`src/rtl/uart_tx_pkg.sv`:
```
// Shared types and line levels for the UART transmit frame generator.
// The state encoding is also exported on the debug port of uart_tx_frame.
package uart_tx_pkg;

  typedef enum logic [2:0] {
    IDLE   = 3'd0,
    START  = 3'd1,
    DATA   = 3'd2,
    PARITY = 3'd3,
    STOP   = 3'd4
  } tx_state_t;

  localparam int   DATA_BITS = 8;
  localparam logic START_LVL = 1'b0;
  localparam logic STOP_LVL  = 1'b1;
  localparam logic IDLE_LVL  = 1'b1;

  // Even parity: the appended bit makes the total count of ones even.
  function automatic logic even_parity(input logic [DATA_BITS-1:0] d);
    return ^d;
  endfunction

endpackage

```
`src/rtl/tx_bit_timer.sv`:
```
// Bit-period up-counter for the transmitter. It asserts roll in the cycle
// whose closing edge is the limit-th edge of the current bit period.
module tx_bit_timer #(
  parameter int W = 4
) (
  input  logic         clk,
  input  logic         rst,
  input  logic         clr,
  input  logic         en,
  input  logic [W-1:0] limit,
  output logic         roll
);

  logic [W-1:0] count;

  // count holds the number of edges already spent in the bit. The edge that
  // would take it to limit is the rollover edge, so it wraps to 0 there.
  assign roll = en && (count == (limit - 1'b1));

  always_ff @(posedge clk or posedge rst) begin
    if (rst) begin
      count <= '0;
    end else if (clr) begin
      count <= '0;
    end else if (roll) begin
      count <= '0;
    end else if (en) begin
      count <= count + 1'b1;
    end
  end

endmodule

```
`src/rtl/uart_tx_frame.sv`:
```
// Asynchronous serial transmitter: start bit, 8 data bits LSB first,
// optional even parity, one stop bit. tx_out is driven from a register.
module uart_tx_frame
  import uart_tx_pkg::*;
#(
  parameter int CLKS_PER_BIT = 10,
  parameter int PARITY_EN    = 0
) (
  input  logic       clk,
  input  logic       rst,
  input  logic [7:0] tx_data,
  input  logic       tx_start,
  output logic       tx_ready,
  output logic       tx_out,
  output logic       tx_done,
  output logic [2:0] fsm_state
);

  // Handshake: a frame is accepted on a rising edge where tx_start and
  // tx_ready are both high. tx_ready is high only in IDLE, and a tx_start
  // seen while tx_ready is low is dropped, never queued.

  localparam int             TW    = $clog2(CLKS_PER_BIT + 1);
  localparam logic [TW-1:0]  LIMIT = TW'(CLKS_PER_BIT);
  localparam logic [2:0]     LAST  = 3'(DATA_BITS - 1);

  tx_state_t  state, state_n;
  logic [2:0] idx, idx_n;
  logic [7:0] shreg, shreg_n;
  logic       par, par_n;
  logic       line_q, line_n;
  logic       done_q, done_n;
  logic       tmr_clr, tmr_en, roll;

  tx_bit_timer #(.W(TW)) u_timer (
    .clk   (clk),
    .rst   (rst),
    .clr   (tmr_clr),
    .en    (tmr_en),
    .limit (LIMIT),
    .roll  (roll)
  );

  always_ff @(posedge clk or posedge rst) begin
    if (rst) begin
      state  <= IDLE;
      idx    <= '0;
      shreg  <= '0;
      par    <= 1'b0;
      line_q <= IDLE_LVL;
      done_q <= 1'b0;
    end else begin
      state  <= state_n;
      idx    <= idx_n;
      shreg  <= shreg_n;
      par    <= par_n;
      line_q <= line_n;
      done_q <= done_n;
    end
  end

  // Each branch computes the level the line must show after the coming edge,
  // which makes the first line transition coincide with the accept edge.
  always_comb begin
    state_n = state;
    idx_n   = idx;
    shreg_n = shreg;
    par_n   = par;
    line_n  = line_q;
    done_n  = 1'b0;
    tmr_clr = 1'b0;
    tmr_en  = 1'b0;
    case (state)
      IDLE: begin
        line_n = IDLE_LVL;
        if (tx_start) begin
          shreg_n = tx_data;
          par_n   = even_parity(tx_data);
          line_n  = START_LVL;
          tmr_clr = 1'b1;
          state_n = START;
        end
      end
      START: begin
        tmr_en = 1'b1;
        if (roll) begin
          line_n  = shreg[0];
          idx_n   = '0;
          state_n = DATA;
        end
      end
      DATA: begin
        tmr_en = 1'b1;
        if (roll) begin
          if (idx == LAST) begin
            if (PARITY_EN != 0) begin
              line_n  = par;
              state_n = PARITY;
            end else begin
              line_n  = STOP_LVL;
              state_n = STOP;
            end
          end else begin
            shreg_n = {1'b0, shreg[7:1]};
            line_n  = shreg[1];
            idx_n   = idx + 3'd1;
          end
        end
      end
      PARITY: begin
        tmr_en = 1'b1;
        if (roll) begin
          line_n  = STOP_LVL;
          state_n = STOP;
        end
      end
      STOP: begin
        tmr_en = 1'b1;
        line_n = STOP_LVL;
        if (roll) begin
          line_n  = IDLE_LVL;
          done_n  = 1'b1;
          state_n = IDLE;
        end
      end
      default: begin
        line_n  = IDLE_LVL;
        state_n = IDLE;
      end
    endcase
  end

  assign tx_ready  = (state == IDLE);
  assign tx_out    = line_q;
  assign tx_done   = done_q;
  assign fsm_state = state;

endmodule

```
`config.mk`:
```
export PLATFORM = sky130hd
export DESIGN_NAME = uart_tx_frame
export DESIGN_NICKNAME = d
export VERILOG_FILES = /design/src/rtl/uart_tx_pkg.sv /design/src/rtl/tx_bit_timer.sv /design/src/rtl/uart_tx_frame.sv
export SDC_FILE = /design/constraint.sdc
export NUM_CORES = 1
export LEC_CHECK = 0
export BUFFER_PORTS_ARGS = -buffer_cell sky130_fd_sc_hd__buf_2
export CAP_MARGIN = 20
export CORE_UTILIZATION = 54
export CTS_BUF_LIST = sky130_fd_sc_hd__clkbuf_8
export CTS_CLUSTER_DIAMETER = 60
export DETAILED_ROUTE_END_ITERATION = 16
export GPL_ROUTABILITY_DRIVEN = 0
export GPL_TIMING_DRIVEN = 1
export PLACE_DENSITY = 0.81
export SLEW_MARGIN = 20
export SYNTH_ARGS = -nofsm -noshare
export SYNTH_HDL_FRONTEND = slang
export SYNTH_HIERARCHICAL = 1
export SYNTH_SLANG_ARGS = --single-unit
```
`constraint.sdc`:
```
create_clock -name clk -period 2.9 [get_ports clk]
set_input_delay 0.58 -clock clk [delete_from_list [all_inputs] [get_ports clk]]
set_output_delay 0.58 -clock clk [all_outputs]
set_load 0.1 [all_outputs]
```
==> flow_summary.json <==
{
  "critical_path_peak_fanout": 14,
  "synth-edff-count": 0,
  "setup_viol": 0,
  "cts.repair.resized": 0,
  "netlist_area_um2": 1210,
  "seq_power_share_pct": 37.7,
  "r2r-start": "fsm_state[0]",
  "whs_ps": 201,
  "cts_hold_buf": 0,
  "die_h_um": 49.3,
  "final-max-slew-violation-count": 0,
  "initial_utilization_pct": 59.3,
  "synth_top_family_by_area": "multiplexers",
  "dpl-instance-area_um2": 1340,
  "vdd_ir_drop_max_uv": 612,
  "drtIter0Drc": 6,
  "max_cap_viol_count": 0,
  "synth_fa_ha_area_share_pct": 4.14,
  "timing_hold_violations_final": 0,
  "synth.yosys.warnings": 6,
  "library_cell_with_the_highest_instance_count_after_synthesis": "sky130_fd_sc_hd__dfrtp_1",
  "yosys.area_share.xor_xnor_pct": 7.24,
  "synth.yosys.seq_area_share_pct": 41.5,
  "synth_seq_cells": 20,
  "final.min_clock_period_ps": 2670,
  "netlist.area_leader.share_pct": 39.3,
  "routed_wirelength_um": 1900,
  "vias_per_cell": 5.06,
  "r2r-end": "shreg[5]",
  "yosys_most_used_dff": "sky130_fd_sc_hd__dfrtp_1",
  "post-route-period-util_pct": 92.2,
  "clock_latency_ps": 260,
  "number_of_cts_inserted_buffers": 3,
  "path_clk_slew_ps": 70,
  "cts.repair_timing.setup_buffer_count": 0,
  "area.sequential_um2": 508,
  "grt_pass1_wl_um": 3500,
  "critPathArrivalTime_ps": 2820,
  "clock.fmax_mhz": 374,
  "synth_area_leader_cell": "sky130_fd_sc_hd__dfrtp_1",
  "detailroute.wirelength.met2_um": 874,
  "m1WireLength_um": 924,
  "grt_antenna_before_repair": 0,
  "hpwl_um": 1440,
  "cts_htree_levels": 1,
  "post_synth_main_area_contributors": "sky130_fd_sc_hd__dfrtp_1 39%, sky130_fd_sc_hd__mux2_2 15%, sky130_fd_sc_hd__xnor2_1 4.3%",
  "type_of_element_launching_the_critical_path": "flip-flop",
  "timing.slew.headroom_pct": 57.8,
  "cts_buffer_depth": 2,
  "power.total_mw": 1.42,
  "clock_tree.root_cell": "sky130_fd_sc_hd__clkbuf_8",
  "synth_common_cells": "19 x sky130_fd_sc_hd__dfrtp_1, 16 x sky130_fd_sc_hd__mux2_2, 8 x sky130_fd_sc_hd__inv_1",
  "track_usage_pct": 19.0,
  "met3_wl_post_dr_um": 69,
  "place.port_buffers": 16,
  "area_used_by_multi_input_combinational_logic_um2": 674,
  "power.static_leakage_nw": 0.654,
  "asyncSetResetFlopFracSynth_pct": 100,
  "global_route.overflow_total": 0,
  "synth_simple_gate_area_share_pct": 17.0,
  "dieArea_um2": 2430,
  "core_area_um2": 2040,
  "p_per_area_nw_per_um2": 1020,
  "fillerInstances": 170,
  "clock_power_share_pct": 14.9,
  "worstRegToRegCells": 7,
  "status": "complete, no violations",
  "first_global_vias": 811,
  "critPathKind": "reg -> reg",
  "stdcell_area_um2": 1400,
  "rows": 16,
  "swShare_pct": 43.7,
  "detail_route.wl_per_cell_um": 11.9,
  "comb_power_share_pct": 47.4,
  "min_path_type": "in -> async",
  "via_count": 810,
  "antenna_cells_inserted": 0,
  "power.net_switching_mw": 0.622,
  "synthesis.instances": 110,
  "max_slew.worst_pin.slew_ps": 633,
  "yosys-mux-area-fraction_pct": 17.4,
  "ios": 17,
  "timing.critical_path.to_type": "flip-flop",
  "grt_setup_unrepaired": "no",
  "first_pass_iters": 5,
  "synth_compound_area_share_pct": 7.14,
  "final_layout_size_suffix_gt1_share_pct": 37.6,
  "cellInternalPower_mw": 0.803,
  "final.setup_skew_ps": 1.61,
  "syn2layout_area_growth_pct": 15.4,
  "regToRegSetupSlack_ps": 230,
  "antenna_violating_nets_post_route": 0,
  "drc_errors": 0,
  "netlist-cell-type-count": 37,
  "die-width_um": 49.3,
  "cts.sink_count": 20,
  "grt_max_degree": 17,
  "topRoutingLayerUsed": "met4",
  "data_required_time_at_the_worst_endpoint_ps": 3040,
  "nNetsFinal": 149,
  "finalSetupTns_ps": 0,
  "cts_tree": "done",
  "synthesis.area_per_instance_um2": 11.0
}
-- area by class of cell --
type	count	area share (%)
Multi-Input combinational cell	83	48.3
Sequential cell	20	36.4
Timing Repair Buffer	18	6.81
Clock buffer	4	3.94
Tap cell	27	2.42
Inverter	8	2.15
-- cell families after synthesis --
logic type	Yosys count
adder cells (fa/ha/maj)	4
other	2
AND/OR/NAND/NOR	32
XOR/XNOR	10
buffers and inverters	13
AO/OA/AOI/OAI	10
flip-flops	20
multiplexers	19
-- power by group through the flow --
stage	clock network (mW)	registers (mW)	logic, mW
CTS	0.214	0.537	0.681
finish	0.212	0.537	0.676
global route	0.227	0.559	0.739
detailed placement	0	0.543	0.678
floorplan	0	0.624	0.494
global placement	0	0.535	0.663
-- critical path: stages, from the launching register on --
cell and delay, ps:
sky130_fd_sc_hd__dfrtp_4 560, sky130_fd_sc_hd__nor2_1 250, sky130_fd_sc_hd__xnor2_1 280, sky130_fd_sc_hd__nand3_1 160, sky130_fd_sc_hd__nor3_2 350, sky130_fd_sc_hd__nand3b_4 120
sky130_fd_sc_hd__a211oi_4 450, sky130_fd_sc_hd__mux2_2 390
-- how the worst max path moves through the flow --
stage                 startpoint       end  slack [ps]
finish              fsm_state[0]  shreg[5]         230
global route        fsm_state[0]  shreg[5]           9
CTS                 fsm_state[0]  shreg[5]         190
detailed placement  fsm_state[0]  shreg[5]         200
global placement    fsm_state[0]  shreg[0]         310
floorplan           fsm_state[0]  shreg[0]          40
-- state kept, by name, indices dropped and copies added, names as in the netlist --
register	cells
fsm_state	3
idx	3
shreg	8
tx_done	1
tx_out	1
u_timer/count	4
-- through the flow --
step	instances	utilization (%)	setup slack, ps
floorplan	116	-	38.5
global placement	156	65.7	306
detailed placement	156	65.7	200
CTS	160	68.4	185
global route	160	68.4	8.79
finish	160	68.4	226
-- routing by layer --
layer | GRT usage (%) | up-vias
met5 | 0 | -
met1 | 26.2 | 373
met3 | 4.05 | 4
li1 | - | 417
met4 | 7.35 | 0
met2 | 29.0 | 16
-- layout by cell type, fill, tap and decap left out, types with 2 or more instances in the layout --
cell type / Yosys / layout
sky130_fd_sc_hd__mux2_2: 16 / 16
sky130_fd_sc_hd__dfrtp_1: 19 / 16
sky130_fd_sc_hd__buf_2: 3 / 16
sky130_fd_sc_hd__inv_1: 8 / 8
sky130_fd_sc_hd__conb_1: 2 / 8
sky130_fd_sc_hd__nand2_1: 6 / 6
sky130_fd_sc_hd__xnor2_1: 6 / 6
sky130_fd_sc_hd__nor3_1: 6 / 5
sky130_fd_sc_hd__ha_1: 4 / 4
sky130_fd_sc_hd__clkbuf_8: 0 / 4
sky130_fd_sc_hd__xor2_1: 4 / 4
sky130_fd_sc_hd__nor3_2: 2 / 3
sky130_fd_sc_hd__a21oi_1: 3 / 3
sky130_fd_sc_hd__mux2i_1: 3 / 3
sky130_fd_sc_hd__nor3b_1: 2 / 2
sky130_fd_sc_hd__nor2_1: 2 / 2
sky130_fd_sc_hd__nand3_1: 2 / 2
sky130_fd_sc_hd__nor2b_1: 2 / 2
sky130_fd_sc_hd__dfrtp_2: 0 / 2
sky130_fd_sc_hd__buf_4: 0 / 2
Note: power is estimated with default switching activity, not from simulation.
